**src/rtl/game_flow_ctrl_if.sv**
```systemverilog
// Handshake and status bundle between the game-flow sequencer and its surroundings
// (symbol generator, button debouncers, display mux).
interface game_flow_ctrl_if #(
    parameter int COUNT_W = 8,
    parameter int LVL_W   = 4
);
    logic               start;
    logic               tick1Hz;
    logic               userUp;
    logic               userDown;
    logic [COUNT_W-1:0] magicCount;
    logic               startGen;
    logic               stopGen;
    logic [2:0]         phase;
    logic [7:0]         secsLeft;
    logic [COUNT_W-1:0] userCount;
    logic [COUNT_W-1:0] difference;
    logic [LVL_W-1:0]   level;
    logic [2:0]         lives;
    logic [31:0]        symGenMax;

    modport master (
        output start, tick1Hz, userUp, userDown, magicCount,
        input  startGen, stopGen, phase, secsLeft, userCount, difference,
               level, lives, symGenMax
    );

    modport slave (
        input  start, tick1Hz, userUp, userDown, magicCount,
        output startGen, stopGen, phase, secsLeft, userCount, difference,
               level, lives, symGenMax
    );
endinterface

```
**src/rtl/game_flow_ctrl.sv**
```systemverilog
// Game-flow sequencer for the symbol-counting game: one FSM walking PRELIM/GAME/ANSWER/POST
// per level, with per-phase timers, user tally, scoring, lives/retry and generator rate.
module game_flow_ctrl #(
    parameter int          COUNT_W     = 8,
    parameter int          LVL_W       = 4,
    parameter int          NUM_LEVELS  = 8,
    parameter int          LIVES       = 3,
    parameter int          TOL         = 0,
    parameter int          PRELIM_SECS = 3,
    parameter int          GAME_SECS   = 20,
    parameter int          ANSWER_SECS = 10,
    parameter int          POST_SECS   = 3,
    parameter int unsigned GEN_BASE    = 100000000,
    parameter int unsigned GEN_STEP    = 8000000,
    parameter int unsigned GEN_MIN     = 20000000
) (
    input  logic          Clk100M,
    input  logic          reset,
    game_flow_ctrl_if.slave bus
);
    localparam logic [2:0] IDLE   = 3'd0;
    localparam logic [2:0] PRELIM = 3'd1;
    localparam logic [2:0] GAME   = 3'd2;
    localparam logic [2:0] ANSWER = 3'd3;
    localparam logic [2:0] POST   = 3'd4;
    localparam logic [2:0] WIN    = 3'd5;
    localparam logic [2:0] LOSE   = 3'd6;

    localparam logic [7:0]         prelimLoad = 8'(PRELIM_SECS);
    localparam logic [7:0]         gameLoad   = 8'(GAME_SECS);
    localparam logic [7:0]         answerLoad = 8'(ANSWER_SECS);
    localparam logic [7:0]         postLoad   = 8'(POST_SECS);
    localparam logic [COUNT_W-1:0] countMax   = '1;
    localparam logic [COUNT_W-1:0] tolVal     = COUNT_W'(TOL);
    localparam logic [LVL_W-1:0]   lastLevel  = LVL_W'(NUM_LEVELS - 1);
    localparam logic [2:0]         livesInit  = 3'(LIVES);

    logic [2:0]         phaseQ;
    logic [7:0]         secsLeftQ;
    logic [COUNT_W-1:0] userCountQ;
    logic [COUNT_W-1:0] differenceQ;
    logic [LVL_W-1:0]   levelQ;
    logic [2:0]         livesQ;
    logic [31:0]        symGenMaxQ;
    logic               startGenQ;
    logic               stopGenQ;
    logic               timedPhase;
    logic               tickEnd;

    // Generator period shrinks linearly with level, clamped at the floor (also guards underflow).
    function automatic logic [31:0] genMaxFor(input logic [LVL_W-1:0] lvl);
        logic [63:0] dec;
        logic [63:0] base;
        logic [63:0] floorVal;
        dec      = 64'(lvl) * 64'(GEN_STEP);
        base     = 64'(GEN_BASE);
        floorVal = 64'(GEN_MIN);
        if (dec >= base || (base - dec) < floorVal)
            return floorVal[31:0];
        return 32'(base - dec);
    endfunction

    function automatic logic [COUNT_W-1:0] absDiff(input logic [COUNT_W-1:0] a,
                                                   input logic [COUNT_W-1:0] b);
        return (a >= b) ? (a - b) : (b - a);
    endfunction

    function automatic logic [COUNT_W-1:0] tallyStep(input logic [COUNT_W-1:0] cnt,
                                                     input logic up, input logic down);
        if (up && !down && cnt != countMax)
            return cnt + 1'b1;
        if (down && !up && cnt != '0)
            return cnt - 1'b1;
        return cnt;
    endfunction

    assign timedPhase = (phaseQ == PRELIM) || (phaseQ == GAME) ||
                        (phaseQ == ANSWER) || (phaseQ == POST);
    assign tickEnd    = timedPhase && bus.tick1Hz && (secsLeftQ == 8'd1);

    always_ff @(posedge Clk100M) begin
        if (reset) begin
            phaseQ      <= IDLE;
            secsLeftQ   <= '0;
            userCountQ  <= '0;
            differenceQ <= '0;
            levelQ      <= '0;
            livesQ      <= livesInit;
            symGenMaxQ  <= GEN_BASE;
            startGenQ   <= 1'b0;
            stopGenQ    <= 1'b0;
        end else begin
            startGenQ  <= 1'b0;
            stopGenQ   <= 1'b0;
            symGenMaxQ <= genMaxFor(levelQ);

            if (phaseQ == GAME || phaseQ == ANSWER)
                userCountQ <= tallyStep(userCountQ, bus.userUp, bus.userDown);

            if (timedPhase && bus.tick1Hz && !tickEnd)
                secsLeftQ <= secsLeftQ - 8'd1;

            case (phaseQ)
                IDLE, WIN, LOSE: begin
                    if (bus.start) begin
                        phaseQ      <= PRELIM;
                        secsLeftQ   <= prelimLoad;
                        levelQ      <= '0;
                        livesQ      <= livesInit;
                        differenceQ <= '0;
                    end
                end
                PRELIM: begin
                    if (tickEnd) begin
                        phaseQ     <= GAME;
                        secsLeftQ  <= gameLoad;
                        userCountQ <= '0;
                        startGenQ  <= 1'b1;
                    end
                end
                GAME: begin
                    if (tickEnd) begin
                        phaseQ    <= ANSWER;
                        secsLeftQ <= answerLoad;
                        stopGenQ  <= 1'b1;
                    end
                end
                ANSWER: begin
                    if (tickEnd) begin
                        phaseQ      <= POST;
                        secsLeftQ   <= postLoad;
                        differenceQ <= absDiff(userCountQ, bus.magicCount);
                    end
                end
                POST: begin
                    if (tickEnd) begin
                        if (differenceQ <= tolVal) begin
                            if (levelQ == lastLevel) begin
                                phaseQ    <= WIN;
                                secsLeftQ <= '0;
                            end else begin
                                levelQ    <= levelQ + 1'b1;
                                phaseQ    <= PRELIM;
                                secsLeftQ <= prelimLoad;
                            end
                        end else begin
                            livesQ <= livesQ - 3'd1;
                            if (livesQ == 3'd1) begin
                                phaseQ    <= LOSE;
                                secsLeftQ <= '0;
                            end else begin
                                phaseQ    <= PRELIM;
                                secsLeftQ <= prelimLoad;
                            end
                        end
                    end
                end
                default: begin
                    phaseQ    <= IDLE;
                    secsLeftQ <= '0;
                end
            endcase
        end
    end

    assign bus.phase      = phaseQ;
    assign bus.secsLeft   = secsLeftQ;
    assign bus.userCount  = userCountQ;
    assign bus.difference = differenceQ;
    assign bus.level      = levelQ;
    assign bus.lives      = livesQ;
    assign bus.symGenMax  = symGenMaxQ;
    assign bus.startGen   = startGenQ;
    assign bus.stopGen    = stopGenQ;
endmodule

```
**src/flat_wrapper.sv**
```systemverilog
// flat-port wrapper written by rule: the top's interface ports become plain ports
module game_flow_ctrl_flat 
#(
    parameter int          COUNT_W     = 8,
    parameter int          LVL_W       = 4,
    parameter int          NUM_LEVELS  = 8,
    parameter int          LIVES       = 3,
    parameter int          TOL         = 0,
    parameter int          PRELIM_SECS = 3,
    parameter int          GAME_SECS   = 20,
    parameter int          ANSWER_SECS = 10,
    parameter int          POST_SECS   = 3,
    parameter int unsigned GEN_BASE    = 100000000,
    parameter int unsigned GEN_STEP    = 8000000,
    parameter int unsigned GEN_MIN     = 20000000
)
  (Clk100M, reset, bus_start, bus_tick1Hz, bus_userUp, bus_userDown, bus_magicCount, bus_startGen, bus_stopGen, bus_phase, bus_secsLeft, bus_userCount, bus_difference, bus_level, bus_lives, bus_symGenMax);
  game_flow_ctrl_if #(.COUNT_W(COUNT_W), .LVL_W(LVL_W)) bus_i ();
  input  logic Clk100M;
  input  logic reset;
  input wire logic [$bits(bus_i.start)-1:0] bus_start;
  input wire logic [$bits(bus_i.tick1Hz)-1:0] bus_tick1Hz;
  input wire logic [$bits(bus_i.userUp)-1:0] bus_userUp;
  input wire logic [$bits(bus_i.userDown)-1:0] bus_userDown;
  input wire logic [$bits(bus_i.magicCount)-1:0] bus_magicCount;
  output wire logic [$bits(bus_i.startGen)-1:0] bus_startGen;
  output wire logic [$bits(bus_i.stopGen)-1:0] bus_stopGen;
  output wire logic [$bits(bus_i.phase)-1:0] bus_phase;
  output wire logic [$bits(bus_i.secsLeft)-1:0] bus_secsLeft;
  output wire logic [$bits(bus_i.userCount)-1:0] bus_userCount;
  output wire logic [$bits(bus_i.difference)-1:0] bus_difference;
  output wire logic [$bits(bus_i.level)-1:0] bus_level;
  output wire logic [$bits(bus_i.lives)-1:0] bus_lives;
  output wire logic [$bits(bus_i.symGenMax)-1:0] bus_symGenMax;
  assign bus_i.start = bus_start;
  assign bus_i.tick1Hz = bus_tick1Hz;
  assign bus_i.userUp = bus_userUp;
  assign bus_i.userDown = bus_userDown;
  assign bus_i.magicCount = bus_magicCount;
  assign bus_startGen = bus_i.startGen;
  assign bus_stopGen = bus_i.stopGen;
  assign bus_phase = bus_i.phase;
  assign bus_secsLeft = bus_i.secsLeft;
  assign bus_userCount = bus_i.userCount;
  assign bus_difference = bus_i.difference;
  assign bus_level = bus_i.level;
  assign bus_lives = bus_i.lives;
  assign bus_symGenMax = bus_i.symGenMax;
  game_flow_ctrl #(.COUNT_W(COUNT_W), .LVL_W(LVL_W), .NUM_LEVELS(NUM_LEVELS), .LIVES(LIVES), .TOL(TOL), .PRELIM_SECS(PRELIM_SECS), .GAME_SECS(GAME_SECS), .ANSWER_SECS(ANSWER_SECS), .POST_SECS(POST_SECS), .GEN_BASE(GEN_BASE), .GEN_STEP(GEN_STEP), .GEN_MIN(GEN_MIN)) u_core (.Clk100M(Clk100M), .reset(reset), .bus(bus_i));
endmodule
```
**config.mk**
```make
export PLATFORM = sky130hd
export DESIGN_NAME = game_flow_ctrl_flat
export DESIGN_NICKNAME = d
export VERILOG_FILES = /design/src/rtl/game_flow_ctrl_if.sv /design/src/rtl/game_flow_ctrl.sv /design/src/flat_wrapper.sv
export SDC_FILE = /design/constraint.sdc
export NUM_CORES = 1
export LEC_CHECK = 0
export CORE_UTILIZATION = 56
export DETAILED_ROUTE_END_ITERATION = 8
export PLACE_DENSITY = 0.91
export SYNTH_ARGS = -nofsm -noshare
export SYNTH_HDL_FRONTEND = slang
export SYNTH_SLANG_ARGS = --single-unit
```
**constraint.sdc**
```tcl
create_clock -name Clk100M -period 10 [get_ports Clk100M]
set_input_delay 1 -clock Clk100M [delete_from_list [all_inputs] [get_ports Clk100M]]
set_output_delay 1 -clock Clk100M [all_outputs]
set_load 0.03 [all_outputs]
```
# ---- Yosys cells after proc, flatten, opt, wreduce, memory -nomap -nowiden
# Index checks and enable logic that the tools add are counted.
dict set report op_classes {
  addsub 8
  n_mul 1
  order_cmp 4
  eq_ne 18
  muxes 51
  bitwise_logic 2
  reduce_logical 26
}
# cell count
set op_table {}
lappend op_table {{8-bit 2-to-1 mux} 17}
lappend op_table {{64-bit by 25-bit < comparator with 1-bit output, second input constant} 1}
lappend op_table {{32-bit 2-to-1 mux} 2}
lappend op_table {{8-bit one-hot mux with 5 select lines} 1}
lappend op_table {{3-bit 2-to-1 mux} 11}
lappend op_table {{27-bit by 27-bit subtractor with 28-bit output, first input constant} 1}
lappend op_table {{27-bit >= comparator, second input constant} 1}
lappend op_table {{4-bit by 14-bit multiplier with 18-bit output, second input constant} 1}
lappend op_table {{4-bit 2-to-1 mux} 4}
lappend op_table {{8-bit one-hot mux with 2 select lines} 1}
lappend op_table {{8-bit by 1-bit subtractor with 8-bit output, second input constant} 2}
lappend op_table {{8-bit subtractor} 2}
lappend op_table {{3-bit one-hot mux with 5 select lines} 1}
lappend op_table {{1-bit 2-to-1 mux} 10}
lappend op_table {{5-bit AND reduction} 2}
lappend op_table {{3-bit == test, second input constant} 3}
lappend op_table {{8-bit by 1-bit adder with 8-bit output, second input constant} 1}
lappend op_table {{8-bit by 1-bit == test with 1-bit output, second input constant} 1}
lappend op_table {{8-bit >= comparator} 1}
lappend op_table {{8-bit by 1-bit less-or-equal comparator with 1-bit output, second input constant} 1}
lappend op_table {{2-bit by 1-bit inequality test with 1-bit output, second input constant} 4}
lappend op_table {{2-bit inequality test, second input constant} 4}
lappend op_table {{8-bit inequality test, second input constant} 1}
lappend op_table {{4-bit one-hot mux with 2 select lines} 1}
lappend op_table {{other kinds (18)} 36}
dict set report totals {
  reg_bits 68
  input_bits 14
  elab_cells 119
}

# ---- Logic depth before layout (Yosys ltp)
dict set report logic_depth {
  depth_word 14
  ltp_mapped 15
  depth_no_buf 14
}

# ---- Worst setup path after synthesis
# OpenSTA, ideal clock, no wires.
dict set report synth_timing {
  path_type {register -> register}
  from {register u_core.levelQ[1] (netlist: u_core.bus.level[1])}
  to {register u_core.symGenMaxQ[12] (netlist: u_core.bus.symGenMax[12])}
  arrival_time_ns 4.131
  t_required_ns 9.884
  slack_ns 5.753
  path_stages_with_launch 15
  path_cell_list {dfxtp_1 -> buf_2 -> inv_1 -> ha_1 -> fa_1 -> inv_1 -> fa_1 -> xnor2_1 -> nand2_1 -> nor3_1 -> a21oi_1 -> or2_2 -> a31o_4 -> and2b_2 -> and3_1}
}
dict set report synth_via {
  elab_chain_len 7
}
# item line_no
set synth_lines {}
lappend synth_lines {{from (decl)} game_flow_ctrl.sv:42} ;# logic [LVL_W-1:0] levelQ;
lappend synth_lines {{from (signal assigned)} game_flow_ctrl.sv:142} ;# levelQ <= levelQ + 1'b1;
lappend synth_lines {{4-bit by 14-bit multiplier with 18-bit output (*)} game_flow_ctrl.sv:55} ;# dec = 64'(lvl) * 64'(GEN_STEP);
lappend synth_lines {{27-bit by 27-bit subtractor with 28-bit output} {game_flow_ctrl.sv:58, game_flow_ctrl.sv:60}}
lappend synth_lines {{64-bit by 25-bit < comparator with 1-bit output} game_flow_ctrl.sv:58} ;# if (dec >= base || (base - dec) < floorVal)
lappend synth_lines {{1-bit logical OR} game_flow_ctrl.sv:58}
lappend synth_lines {{1-bit 2-to-1 mux} game_flow_ctrl.sv:58}
lappend synth_lines {{1-bit 2-to-1 mux} game_flow_ctrl.sv:82} ;# if (reset) begin
lappend synth_lines {{32-bit 2-to-1 mux (*)} game_flow_ctrl.sv:60} ;# return 32'(base - dec);
lappend synth_lines {{to (signal assigned)} game_flow_ctrl.sv:95} ;# symGenMaxQ <= genMaxFor(levelQ);
lappend synth_lines {{to (decl)} game_flow_ctrl.sv:44} ;# logic [31:0] symGenMaxQ;
# Mark *: on every way between the ends. The rest lies on a longest branch, timed or not. The select of a mux whose other input is x is not followed.
# A chain may end at the register's enable or synchronous reset.

# ---- Worst setup path after layout
# Same ends and word-level chain as after synthesis.

==> out/results.txt <==
Status: finished, final reports clean
Total Wirelength: 9860 um
Die width: 89.8 um
Global placement routability congestion: 0.884
Final-layout setup total negative slack: 0 ps
Post-layout power: 0.522 mW
Height of the die: 89.8 um
Clock latency on the worst-skew pair: 320 ps
Clock slew seen by the registers of the worst setup and hold paths: 100 ps
Unrepaired setup endpoints after global routing: no
Length in cells of the worst reg-to-reg path: 13
Number of diodes: 0
Synth area leader: dfxtp_1
Cell leakage power: 2.16 nW
Startpoint class of the critical path: flop
Number of CTS-inserted buffers: 5
Net count reported at finish: 649
Share of flip-flops with an asynchronous set or reset: 0%
Max H-tree Level: 2
GRT Resource Usage Total: 25.1%
Number of rows created at floorplan: 31
Violation count after the first detailed-route iteration: 334
Relative area change from synthesis to final layout: 19.0%
Post-placement worst setup slack: 5570 ps
Buffers on Ports: 72
Worst min-delay path startpoint: u_core.bus.secsLeft[2]$_SDFF_PP0_
Fin. max-slew vios: 0
First-pass GRT wire length: 16900 um
Number of vias in the routed layout: 3879
Critical path data required time: 10200 ps
Yosys reg bits: 55
Data arrival time of the worst path: 4700 ps
Buffer depth of the longest clock path: 2
Total of endpoints with negative setup slack in the final report: 0
I/O pin count: 82
Fraction of final layout cells with drive strength greater than 1: 3.58%
Number of different library cells in the post-synthesis netlist: 59
Detailed-router iteration count before antenna repair: 5
RR Startpoint: u_core.bus.level[1]$_SDFFE_PP0P_
Overflow left after global routing: 0
Final routed DRC violation total: 0
Setup crit end kind: flop
Sinks on the clock net: 55
Most frequent cell after synthesis: dfxtp_1
Worst Hold End: u_core.bus.secsLeft[2]$_SDFF_PP0_
Largest net degree at the start of global routing: 31
Total die area: 8070 sq um
Number of vias per cell after detailed routing: 5.66
Count of hold-fix buffers inserted at cts: 0
Average cell area after synthesis: 8.13 sq um
Number of cells upsized or downsized after cts: 0
Clock root cell: clkbuf_8
Cell Area, Synth: 4320 sq um
Number of routed nets with antenna violations: 0
Via count of the first global-routing pass: 3641
Power per Cell Area: 102 nW/um^2
DPL Wire Length: 7580 um
Hold Violations, Final: 0
Initial cell density of the core: 58.6%
Maximum clock frequency: 222 MHz
Worst IR drop on VDD: 0.0626 mV
Endpoint of the worst-slack reg-to-reg timing path: u_core.bus.symGenMax[12]$_SDFF_PP0_
Max Cap Violations: 0
Routed wire per std cell: 14.4 um
Worst setup slack for register-to-register paths: 5500 ps
Number of buffers inserted by post-CTS setup repair: 0
Post-layout worst setup margin: 5500 ps
Post-synthesis sequential area ratio: 25.5%
CP Class: reg2reg
Initial antenna violation count: 0
Top FF cell, synth: dfxtp_1
Ratio of final minimum period to clock period: 45.0%
Most frequent cells after synthesis: dfxtp_1 (55), ha_1 (43), nor2_1 (41), inv_1 (38), nand2_1 (38)
Core area: 7370 sq um
Largest fanout on the critical path: 16
Worst Skew: 12.5 ps
Final critical delay including setup and external delays: 4500 ps
Worst slew slack as a fraction of its limit: 27.1%
Class of the tightest hold or removal check: reg2reg
Fraction of post-synthesis cell area in the top cell type by area: 25.5%
Synth top area cells: dfxtp_1 (25%), ha_1 (12%), xnor2_1 (5.7%), a21oi_1 (4.2%), nor2_1 (3.6%)
Clock tree from TritonCTS: yes
Count of synthesis-stage warnings from yosys: 0
Number of flops mapped to enable cells by yosys: 0
Transition time at the pin with the least slew margin: 1080 ps
Count of cells along the worst hold path: 2
Post-synthesis cell count: 531
-- critical path, cell delays in order (launching register included) --
cell,delay (ps)
dfxtp_1,700
inv_1,230
ha_1,380
fa_1,530
inv_1,70
fa_1,450
xnor2_1,350
nand2_1,200
nor3_1,340
a21oi_1,160
or2_2,300
a31o_4,250
and2b_2,240
and3_1,170
-- worst max path at each step --
| stage | to | from | slack [ps] |
|---|---|---|---|
| 2_1_floorplan | u_core.bus.symGenMax[12]$_SDFF_PP0_ | u_core.bus.level[1]$_SDFFE_PP0P_ | 5750 |
| 3_3_place_gp | u_core.bus.symGenMax[12]$_SDFF_PP0_ | u_core.bus.level[1]$_SDFFE_PP0P_ | 5710 |
| 3_5_place_dp | u_core.bus.symGenMax[12]$_SDFF_PP0_ | u_core.bus.level[1]$_SDFFE_PP0P_ | 5570 |
| 4_1_cts | u_core.bus.symGenMax[12]$_SDFF_PP0_ | u_core.bus.level[1]$_SDFFE_PP0P_ | 5540 |
| 5_1_grt | u_core.bus.symGenMax[12]$_SDFF_PP0_ | u_core.bus.level[1]$_SDFFE_PP0P_ | 5130 |
| 6_report | u_core.bus.symGenMax[12]$_SDFF_PP0_ | u_core.bus.level[1]$_SDFFE_PP0P_ | 5500 |
-- logic make-up after synthesis --
family	count (synthesis)	synth area share, %
AOI/OAI and AO/OA	127	19.7
muxes	10	2.32
DFF	55	25.5
and+or+nand+nor	173	20.5
xor gates and xnor gates	43	8.72
buffers and inverters	71	7.36
other	2	0.174
adders and majority gates	50	15.7
-- power breakdown --
part           total, mW  internal (mW)  switching [mW]  leakage [nW]
sequential         0.241          0.226          0.0153         0.445
combinational      0.126         0.0533          0.0728          1.65
clock              0.155         0.0812          0.0737        0.0612
total              0.522          0.361           0.162          2.16
-- sequential cells by signal, indices dropped and copies added, names as in the netlist --
register / flops
u_core.bus.symGenMax: 19
u_core.bus.secsLeft: 8
u_core.bus.level: 4
u_core.bus.lives: 3
u_core.bus.startGen: 1
u_core.bus.userCount: 8
u_core.bus.phase: 3
u_core.bus.stopGen: 1
u_core.bus.difference: 8
-- routing by layer --
metal / wire (um) / global-route usage [%]
met1: 4470 / 32.6
met2: 4700 / 42.9
met3: 529 / 4.31
met4: 161 / 6.69
met5: 0 / 0
-- per-stage QoR --
step	instance area (sq um)	utilization, %	hold WS (ps)	cells
global route	5140	69.7	578	685
detailed placement	5020	68.1	521	677
global placement	5020	68.1	513	677
floorplan	4340	-	621	538
finish	5140	69.7	545	685
CTS	5140	69.7	541	685
-- final cells by class --
cell class,instances,area (sq um)
Multi-Input combinational cell,412,2930
Fill cell,598,2230
Sequential cell,55,1100
Timing Repair Buffer,73,728
Inverter,38,143
Tap cell,99,124
Clock buffer,6,82.6
Clock inverter,2,35.0
-- cells in the final DEF (no fill, tap or decap), drive strengths merged, types with 3 or more instances in the layout --
master / n
a211o: 3
a211oi: 3
a21o: 12
a21oi: 38
a22o: 7
a22oi: 3
a31oi: 9
and2: 10
and3: 5
clkbuf: 6
clkdlybuf4s50: 72
conb: 9
dfxtp: 55
fa: 7
ha: 43
inv: 38
mux2i: 10
nand2: 38
nand2b: 12
nand3: 10
nand4: 3
nor2: 41
nor2b: 10
nor3: 13
nor3b: 3
nor4: 10
o21a: 6
o21ai: 26
o21bai: 4
or2: 3
or3: 7
xnor2: 28
xor2: 15
No activity file was read; power rests on OpenSTA's default activity.
